==> src/rtl/ldl_cos_age_v1.sv <==
`default_nettype none
// ============================================================================
//  Module   : ldl_cos_age_v1
//  Purpose  : Anti-starvation front end for a class-of-service round-robin
//             arbiter. Each requester that waits without a grant has its
//             effective COS raised by one level every AGE_LIMIT waiting
//             cycles, saturating at COS_MAX. A grant (ack), a withdrawn
//             request or reset clears the accumulated boost.
//
//  Ports    : clk      - sole clock, rising-edge active
//             rst      - synchronous, active-high reset
//             req      - raw request per requester
//             icos     - native COS per requester
//             ack      - grant-accepted strobe from the arbiter (one-hot/zero)
//             ocos     - effective COS = min(icos + boost, COS_MAX)
//             aged     - per-requester flag, high while boost is non-zero
//             promote  - registered pulse, one cycle after any promotion
//
//  Revision : 1.0  initial release
// ============================================================================
module ldl_cos_age_v1 #(
    parameter int BIN_WIDTH = 3,
    parameter int COS_WIDTH = 2,
    parameter int AGE_WIDTH = 4,
    parameter int AGE_LIMIT = 10,
    parameter int REQ_WIDTH = 1 << BIN_WIDTH
) (
    input  logic                                clk,
    input  logic                                rst,
    input  logic [REQ_WIDTH-1:0]                req,
    input  logic [REQ_WIDTH-1:0][COS_WIDTH-1:0] icos,
    input  logic [REQ_WIDTH-1:0]                ack,
    output logic [REQ_WIDTH-1:0][COS_WIDTH-1:0] ocos,
    output logic [REQ_WIDTH-1:0]                aged,
    output logic                                promote
);

    // Highest class of service; boost stops accumulating once reached.
    localparam logic [COS_WIDTH-1:0] c_cos_max  = {COS_WIDTH{1'b1}};

    // Counter value on which a waiting requester gets promoted. AGE_LIMIT
    // may equal 2**AGE_WIDTH, so the terminal count is AGE_LIMIT-1, which
    // always fits in AGE_WIDTH bits.
    localparam logic [AGE_WIDTH-1:0] c_age_last = AGE_WIDTH'(AGE_LIMIT - 1);

    // ------------------------------------------------------------------------
    // Parameter legality: a zero limit or one beyond the counter range cannot
    // be represented and is rejected at elaboration.
    // ------------------------------------------------------------------------
    if ((AGE_LIMIT < 1) || (AGE_LIMIT > (1 << AGE_WIDTH))) begin : g_bad_age_limit
        $error("ldl_cos_age_v1: AGE_LIMIT %0d outside 1..%0d",
               AGE_LIMIT, (1 << AGE_WIDTH));
    end

    logic [REQ_WIDTH-1:0][COS_WIDTH-1:0] w_eff;   // saturated effective COS
    logic [REQ_WIDTH-1:0]                w_fire;  // promotion happening this cycle
    logic                                r_promote;

    // ------------------------------------------------------------------------
    // Per-requester ageing slice. Requesters are fully independent; only the
    // promote pulse combines them.
    // ------------------------------------------------------------------------
    for (genvar gi = 0; gi < REQ_WIDTH; gi++) begin : g_req
        logic [AGE_WIDTH-1:0] r_cnt;     // cycles waited since last promotion
        logic [COS_WIDTH-1:0] r_boost;   // levels gained while waiting
        logic [COS_WIDTH:0]   w_sum;     // one extra bit to catch overflow
        logic                 w_at_max;
        logic                 w_clear;

        // Only icos is live here; boost is a register, so the arbiter loop
        // (ocos -> arbiter -> ack -> here) never closes combinationally.
        assign w_sum      = {1'b0, icos[gi]} + {1'b0, r_boost};
        assign w_eff[gi]  = w_sum[COS_WIDTH] ? c_cos_max : w_sum[COS_WIDTH-1:0];
        assign w_at_max   = (w_eff[gi] == c_cos_max);

        // Reset, a withdrawn request and a grant all drop every bit of credit.
        // An ack without a request falls under the withdrawn case.
        assign w_clear    = rst | ~req[gi] | ack[gi];

        // Promotion fires only for a live, ungranted wait that has not yet hit
        // the ceiling and has just completed AGE_LIMIT waiting cycles.
        assign w_fire[gi] = ~w_clear & ~w_at_max & (r_cnt == c_age_last);

        always_ff @(posedge clk) begin
            if (w_clear) begin
                r_cnt   <= '0;
                r_boost <= '0;
            end else if (w_at_max) begin
                // Already at the ceiling (possibly because icos moved up
                // mid-wait): freeze counting but keep the boost so that a
                // later drop of icos still sees the credit earned so far.
                r_cnt   <= '0;
            end else if (r_cnt == c_age_last) begin
                r_cnt   <= '0;
                r_boost <= r_boost + COS_WIDTH'(1);
            end else begin
                r_cnt   <= r_cnt + AGE_WIDTH'(1);
            end
        end

        assign aged[gi] = |r_boost;
    end

    // ------------------------------------------------------------------------
    // Single pulse regardless of how many requesters promoted together.
    // ------------------------------------------------------------------------
    always_ff @(posedge clk) begin
        if (rst) begin
            r_promote <= 1'b0;
        end else begin
            r_promote <= |w_fire;
        end
    end

    assign ocos    = w_eff;
    assign promote = r_promote;

endmodule
`default_nettype wire

==> config.mk <==
export PLATFORM = sky130hd
export DESIGN_NAME = ldl_cos_age_v1
export DESIGN_NICKNAME = d
export VERILOG_FILES = /design/src/rtl/ldl_cos_age_v1.sv
export SDC_FILE = /design/constraint.sdc
export NUM_CORES = 1
export LEC_CHECK = 0
export BUFFER_PORTS_ARGS = -buffer_cell sky130_fd_sc_hd__buf_2
export CORE_ASPECT_RATIO = 0.6
export CORE_MARGIN = 2
export CORE_UTILIZATION = 58
export DETAILED_ROUTE_END_ITERATION = 12
export HOLD_SLACK_MARGIN = 0.1
export PLACE_DENSITY_LB_ADDON = 0.25
export SYNTH_ARGS = -nofsm -noshare
export SYNTH_HDL_FRONTEND = slang
export SYNTH_SLANG_ARGS = --single-unit
==> constraint.sdc <==
create_clock -name clk -period 3.4 [get_ports clk]
set_input_delay 0.68 -clock clk [delete_from_list [all_inputs] [get_ports clk]]
set_output_delay 0.68 -clock clk [all_outputs]
set_load 0.01 [all_outputs]
==> summary.md, run 1 <==
| Metric | Value |
|---|---|
| Core region area | `0.004212 mm^2` |
| CP endpoint kind | `primary output` |
| Antenna-violating nets left | `0` |
| GPL Wtd Cong | `0.7703` |
| Initial Utilization | `61.91%` |
| Vias | `1959` |
| Mapped Avg Cell Area | `9.447 um^2` |
| Static leakage | `1.469 nW` |
| Worst Path Max Fanout | `3` |
| Synth Cell Area | `0.002608 mm^2` |
| WP data arrival | `1.92 ns` |
| Unrepaired setup endpoints after global routing | `false` |
| Final wirelength | `4932 um` |
| CTS sink cnt | `49` |
| Tcrit/Tclk final | `76.55%` |
| Synth Area in XOR/XNOR | `8.061%` |
| Clock buffer count from CTS | `5` |
| Syn Inst Count | `276` |
| H-tree levels | `2` |
| Final hold viol count | `0` |
| Synth Register Bits | `49` |
| CTS tree | `yes` |
| Status | `finished, final reports clean` |
| Max Buffers Root-to-Sink | `2` |
| PostCTS Resize Cnt | `0` |
| Ratio of cells with drive above 1 in the final layout | `26.61%` |
| DP HPWL | `4011 um` |
| EDFF count, synth | `0` |
| Synth Area in Simple Gates | `19.39%` |
| Post-synthesis sequential area ratio | `37.62%` |
| Placed cell area | `0.002973 mm^2` |
| Io pins | `59` |
| Post-synth ARST share | `0%` |
| Worst-Margin Slew | `0.2313 ns` |
| Cell mode on critical path | `buf_2` |
| Diodes inserted | `0` |
| Slew headroom | `84.53%` |
| Vias in the first global route | `1949` |
| Setup-failing EPs final | `0` |
| Post-route clock skew | `0.004962 ns` |
| Synth warn | `0` |
| Clk Latency, worst-skew pair | `0.30 ns` |
| Crit start category | `primary input` |
| Total GRT Usage | `20.51%` |
| Crit-path cells | `buf_2 > ha_1 > fa_1 > or2_2 > buf_2` |
| Place WS | `0.8084 ns` |
| Distinct cell type count after synthesis | `21` |
| Mux share of post-synthesis cell area | `3.071%` |
| Die height | `55.94 um` |
| Pin count of the biggest net entering global routing | `15` |
| Crit path time final | `2.603 ns` |
| Die Area | `0.005065 mm^2` |
| Pwr dens | `353.9 mW/mm^2` |
| Setup ws final | `0.7973 ns` |
| Max stage delay on crit path | `0.48 ns` |
| Post-DR wirelength/cell | `12.27 um` |
| Critical Path Slowest Stage Cell | `fa_1` |
| Total negative slack | `0 ns` |
| Slew Limit Fails | `0` |
| Main combinational cell family by area after synthesis | `adder cells` |
| Layout area overhead | `18.47%` |
| List of most frequent post-synthesis cells | `49 x dfxtp_1, 48 x nor2_1, 38 x inv_1` |
| Via/cell ratio | `4.873` |
| Most area-consuming cells after synthesis | `dfxtp_1 38%, ha_1 15%, nor2_1 6.9%` |
| Max_cap viols | `0` |
| Port Buffer Count | `58` |
| Area leader, netlist | `dfxtp_1` |
| Pre-antenna DRT Iters | `4` |
| Count leader, synth | `dfxtp_1` |
| Initial drt markers | `55` |
| Top-area cell type share of the netlist area | `37.62%` |
| Post-CTS repair timing setup buffer count | `0` |
| Final #Nets | `415` |
| Reg clk slew, reported paths | `0.08 ns` |
| Clk root buf | `clkbuf_8` |
| Max VDD drop | `0.0002608 V` |
| Grt ovf | `0` |
| Final Core Density | `73.35%` |
| Post-Syn Nets | `350` |
| Initial antenna violation count | `0` |
| Area fraction in compound gates after synthesis | `4.894%` |
| Highest clock rate | `384.2 MHz` |
| Die X | `90.56 um` |
| Min-delay worst type | `reg2reg` |
| DRC errors left | `0` |
| CP required | `2.72 ns` |
| Predominant post-synthesis flop cell | `dfxtp_1` |
| Std cell rows | `18` |
| Kind of critical path | `in2out` |
| Design area | `0.003089 mm^2` |
| Post-CTS Hold Buffers | `0` |
| Adder-cell share of the synthesized area | `21.50%` |
| Global-route wire length before repair | `8355 um` |
[layout by cell type (no fill, tap or decap), drive strengths merged, types with 16 or more instances in the layout]
cell and count:
buf 58, dfxtp 49, ha 32, inv 38, nor2 48, or2 16
xnor2 16
[metrics by stage]
stage                     power, mW  hold slack [ns]  cells
after floorplan              0.6382           0.4333    276
after global placement       0.6749           0.4444    394
after detailed placement     0.6782           0.4550    394
after CTS                     1.105           0.4747    402
after global routing          1.137           0.5020    402
final                         1.093           0.4676    402
[power breakdown]
part           switching, mW  total [mW]  leakage [nW]  internal, mW
Sequential           0.00439       0.582         0.395         0.578
Combinational         0.0395      0.0822          1.01        0.0428
Clock                  0.189       0.429        0.0585         0.240
[flip-flops by register name, summed over array words and instances (netlist names)]
signal / cells
promote: 1
g_req.r_boost: 16
g_req.r_cnt: 32
[routing by layer]
layer	wire length [um]	global-route usage, %	vias to the layer above
li1	-	-	1025
met1	2503	27.51	899
met2	2215	33.69	29
met3	161	4.607	6
met4	51	5.495	0
met5	0	0	-
[critical path, delay by kind of cell]
kind | cells | cell delay (ns)
adders and majority gates | 2 | 0.68
buffers and inverters | 2 | 0.24
and+or+nand+nor | 1 | 0.32
[logic make-up after synthesis]
family	after synthesis
xor gates and xnor gates	24
muxes	8
AOI/OAI and AO/OA	20
buffers and inverters	38
DFF	49
and+or+nand+nor	97
adders and majority gates	40
[layout make-up]
cell class                      instances  area (um^2)
Multi-Input combinational cell        189         1484
Fill cell                             336         1122
Sequential cell                        49        980.9
Timing Repair Buffer                   58        290.3
Inverter                               38        142.6
Clock buffer                            7        86.33
Tap cell                               60        75.07
Clock inverter                          1        30.03
[path summary, 6_finish.rpt]
kind	from	to	slack (ns)	cells past startpoint
worst max-delay path	icos[2]	ocos[3]	0.80	5
worst min-delay path	g_req[6].r_cnt[0]	g_req[6].r_cnt[0]	0.47	1
worst max register to register	g_req[6].r_boost[0]	promote	1.35	6
worst min register to register	g_req[6].r_cnt[0]	g_req[6].r_cnt[0]	0.47	1
(Power assumes the default switching activity.)
==> inputs of run 2 (changes only) <==
--- a/config.mk
+++ b/config.mk
@@ -5,10 +5,11 @@
 export SDC_FILE = /design/constraint.sdc
 export NUM_CORES = 1
 export LEC_CHECK = 0
+export ABC_AREA = 1
 export BUFFER_PORTS_ARGS = -buffer_cell sky130_fd_sc_hd__buf_2
 export CORE_ASPECT_RATIO = 0.6
 export CORE_MARGIN = 2
-export CORE_UTILIZATION = 58
+export CORE_UTILIZATION = 49
 export DETAILED_ROUTE_END_ITERATION = 12
 export HOLD_SLACK_MARGIN = 0.1
 export PLACE_DENSITY_LB_ADDON = 0.25
==> constraint.sdc (replaced) <==
create_clock -name clk -period 2.2 [get_ports clk]
set_input_delay 0.44 -clock clk [delete_from_list [all_inputs] [get_ports clk]]
set_output_delay 0.44 -clock clk [all_outputs]
set_load 0.01 [all_outputs]
==> run 2 against run 1 <==
Effect of this change:
- sequential power increased by 54%
- sequential share of layout area decreased by 1.5 points
- first-iteration DRC count decreased by 35%
- critical path type is now reg2out
==> summary.md, run 2 <==
| Metric | Value |
|---|---|
| H-tree levels | `2 (unchanged)` |
| Crit-path cells | `ha_2 > fa_2 > or2_2 > buf_2` |
| Tcrit/Tclk final | `98.32%` |
| R2R Path Start | `g_req[0].r_boost[0]` |
| Highest clock rate | `462.3 MHz` |
| Share of power burned in registers | `55.8% (+2.6 points)` |
| Switching power | `367.1 uW (+58%)` |
| Slew Limit Fails | `0 (unchanged)` |
| Synth warn | `0 (unchanged)` |
| Clk pwr share | `35.2% (-4.0 points)` |
| Area leader, netlist | `dfxtp_1` |
| CTS tree | `yes` |
| Reg2Reg Depth | `7 (+1)` |
| DRC errors left | `0 (unchanged)` |
| Max VDD drop | `0.0002697 V (+3.4%)` |
| Max stage delay on crit path | `0.43 ns (-0.05 ns)` |
| Worst-Margin Slew | `0.2227 ns (-0.008573 ns)` |
| Fillers | `481 (+43%)` |
| Post-route clock skew | `0.002510 ns (-0.002452 ns)` |
| Kind of critical path | `reg2out` |
| Diodes inserted | `0 (unchanged)` |
| WP data arrival | `1.72 ns (-0.20 ns)` |
| Sw Share | `22.78% (+1.5 points)` |
| Most common cell after layout, fill and taps aside | `buf_2` |
| Crit path capture | `ocos[1]` |
| Cell internal pwr | `1.244 mW (+45%)` |
| Most frequent cells in the layout | `57 x buf_2, 49 x nand2_1, 47 x inv_1, 47 x dfxtp_1, 34 x nor2_1` |
| Ratio of cells with drive above 1 in the final layout | `28.97% (+2.4 points)` |
| Reg2reg setup slack | `0.39 ns (-0.96 ns)` |
| Grt ovf | `0 (unchanged)` |
| Comb power frac | `9.0% (+1.5 points)` |
| Clk root buf | `clkbuf_8` |
| Pwr dens | `495.1 mW/mm^2 (+40%)` |
| Std cell rows | `20 (+2)` |
| Initial drt markers | `36 (-35%)` |
| CTS sink cnt | `49 (unchanged)` |
| Post-DR wirelength/cell | `10.23 um (-17%)` |
| Reg-to-reg endpoint | `g_req[0].r_boost[1]` |
| Initial antenna violation count | `0 (unchanged)` |
| Die X | `100.1 um (+11%)` |
| Number of cells on the critical path | `4 (-1)` |
| DP HPWL | `3871 um (-3.5%)` |
| Post-synth ARST share | `0% (unchanged)` |
| Tot Pwr | `1.611 mW (+47%)` |
| CP required | `1.76 ns (-0.96 ns)` |
| GPL Wtd Cong | `0.7759 (+0.73%)` |
| List of most frequent post-synthesis cells | `49 x dfxtp_1, 49 x nand2_1, 47 x inv_1` |
| Distinct cell type count after synthesis | `21 (unchanged)` |
| Final #Nets | `463 (+12%)` |
| Final hold viol count | `0 (unchanged)` |
| Core region area | `0.005205 mm^2 (+24%)` |
| Synth Cell Area | `0.002714 mm^2 (+4.1%)` |
| Worst path bufs/invs | `1 (-1)` |
| Crit path time final | `2.163 ns` |
| Min-delay worst type | `in2reg` |
| Total GRT Usage | `16.94% (-3.6 points)` |
| Status | `finished, final reports clean` |
| Via/cell ratio | `4.660 (-4.4%)` |
| Most area-consuming cells after synthesis | `dfxtp_1 36%, ha_1 15%, nand2_1 6.8%` |
| Max Buffers Root-to-Sink | `2 (unchanged)` |
| Top-area cell type share of the netlist area | `36.15% (-1.5 points)` |
| Place WS | `0.1124 ns (-0.6960 ns)` |
| Predominant post-synthesis flop cell | `dfxtp_1` |
| Slew headroom | `85.15% (+0.62 points)` |
| Port Buffer Count | `58 (unchanged)` |
| Setup-failing EPs final | `0 (unchanged)` |
| CP top delay family | `adder cells` |
| Clock buffer count from CTS | `5 (unchanged)` |
| Vias in the first global route | `1956 (+0.36%)` |
| Post-synthesis sequential area ratio | `36.15% (-1.5 points)` |
| Initial Utilization | `52.14% (-9.8 points)` |
| Die Area | `0.006169 mm^2 (+22%)` |
| Die height | `61.65 um (+10%)` |
| Hold WS | `0.4256 ns (-0.04197 ns)` |
| Clk Latency, worst-skew pair | `0.30 ns (about the same)` |
| Most flops, register | `g_req.r_cnt` |
| Area of the multi-input gates | `0.001580 mm^2 (+6.5%)` |
| Final Core Density | `62.52% (-11 points)` |
| Io pins | `59 (unchanged)` |
| Mapped Avg Cell Area | `8.481 um^2 (-10%)` |
| Static leakage | `1.502 nW (+2.2%)` |
| FF/Latch Area | `983.4 um^2 (+0.26%)` |
| Setup ws final | `0.03699 ns (-0.7604 ns)` |
| Crit. Startpoint | `g_req[0].r_boost[0]` |
| Antenna-violating nets left | `0 (unchanged)` |
| Final wirelength | `4667 um (-5.4%)` |
| Synth Register Bits | `49 (unchanged)` |
| Pre-antenna DRT Iters | `4 (unchanged)` |
| CP endpoint kind | `primary output` |
| Layout area overhead | `19.92%` |
| Worst Path Max Fanout | `3 (unchanged)` |
| Max_cap viols | `0 (unchanged)` |
| Post-Syn Nets | `394 (+13%)` |
| Number of flip-flops in the largest register | `32 (unchanged)` |
| Crit start category | `flip-flop` |
| Syn Inst Count | `320 (+16%)` |
| Pin count of the biggest net entering global routing | `15 (unchanged)` |
| EDFF count, synth | `0 (unchanged)` |
| Critical Path Slowest Stage Cell | `fa_2` |
| Vias | `2125 (+8.5%)` |
| Reg clk slew, reported paths | `0.08 ns (about the same)` |
| Post-CTS Hold Buffers | `0 (unchanged)` |
| Global-route wire length before repair | `8121 um (-2.8%)` |
==> run 2: changes by cell type in the layout (fill, tap and decap cells not counted), moves of 8 or more <==
cell,change
nor2_2,+13
nand2_1,+43
mux2i_1,-8
a21boi_1,+8
inv_1,+9
or2_2,-11
nand3_1,+16
nor2_1,-14
xnor2_1,-8
==> run 2: layer usage <==
metal,wire (um),track usage [%],vias up
met5,0,0,-
met4,45,5.284,0
met3,221,4.427,6
met2,1989,28.19,38
met1,2410,22.23,937
li1,-,-,1144
==> run 2: tightest hold or removal path, delay by kind of cell <==
family                 cells  cell delay [ns]
buffers and inverters      1             0.08
AOI/OAI and AO/OA          2             0.10
and+or+nand+nor            1             0.05
==> run 2: worst min-delay path by stage <==
stage / start / to / cells past startpoint
after floorplan: g_req[1].r_cnt[0] / g_req[1].r_cnt[0] / 1
final: ack[7] / g_req[7].r_boost[1] / 4
after CTS: ack[7] / g_req[7].r_boost[1] / 4
after global placement: g_req[0].r_cnt[0] / g_req[0].r_cnt[0] / 1
after detailed placement: g_req[3].r_cnt[0] / g_req[3].r_cnt[0] / 1
after global routing: ack[2] / g_req[2].r_boost[0] / 3
==> run 2: power groups by stage <==
stage          combinational [mW]  clock, mW  sequential, mW
3_5_place_dp                0.139          0           0.920
6_report                    0.144      0.568           0.899
4_1_cts                     0.139      0.589           0.899
5_1_grt                     0.164      0.623           0.901
2_1_floorplan              0.0761          0           0.919
3_3_place_gp                0.136          0           0.920
==> run 2: area by class of cell <==
| cell class | instances | share of cell area, % |
|---|---|---|
| clock buffers | 7 | 2.960 |
| clock inverters | 1 | 0.1538 |
| inverters | 48 | 5.536 |
| multi-input cells | 223 | 48.56 |
| flip-flops and latches | 49 | 30.22 |
| well taps | 66 | 2.537 |
| repair buffers | 62 | 10.03 |
==> run 2: stage by stage <==
stage / std cells / TNS (ns) / cell area, um^2
3_5_place_dp: 444 / 0 / 3087
6_report: 456 / 0 / 3254
3_3_place_gp: 444 / 0 / 3087
4_1_cts: 452 / 0 / 3188
2_1_floorplan: 320 / 0 / 2714
5_1_grt: 456 / -0.01825 / 3254
==> run 2: kinds of logic (layout without fill, tap and decap cells) <==
| family | Yosys count | in the layout | synth area share (%) |
|---|---|---|---|
| flip-flops | 49 | 49 | 36.15 |
| AND/OR/NAND/NOR | 140 | 140 | 25.27 |
| adder cells (fa/ha/maj) | 40 | 40 | 20.65 |
| XOR/XNOR | 16 | 16 | 5.164 |
| buffers and inverters | 48 | 118 | 6.639 |
| AO/OA/AOI/OAI | 27 | 27 | 6.132 |
==> run 2: what timing repair did <==
item / in CTS / in global routing
setup buffers: 0 / 4
resized for setup: 0 / 11
endpoints found under the setup margin: 0 / 3
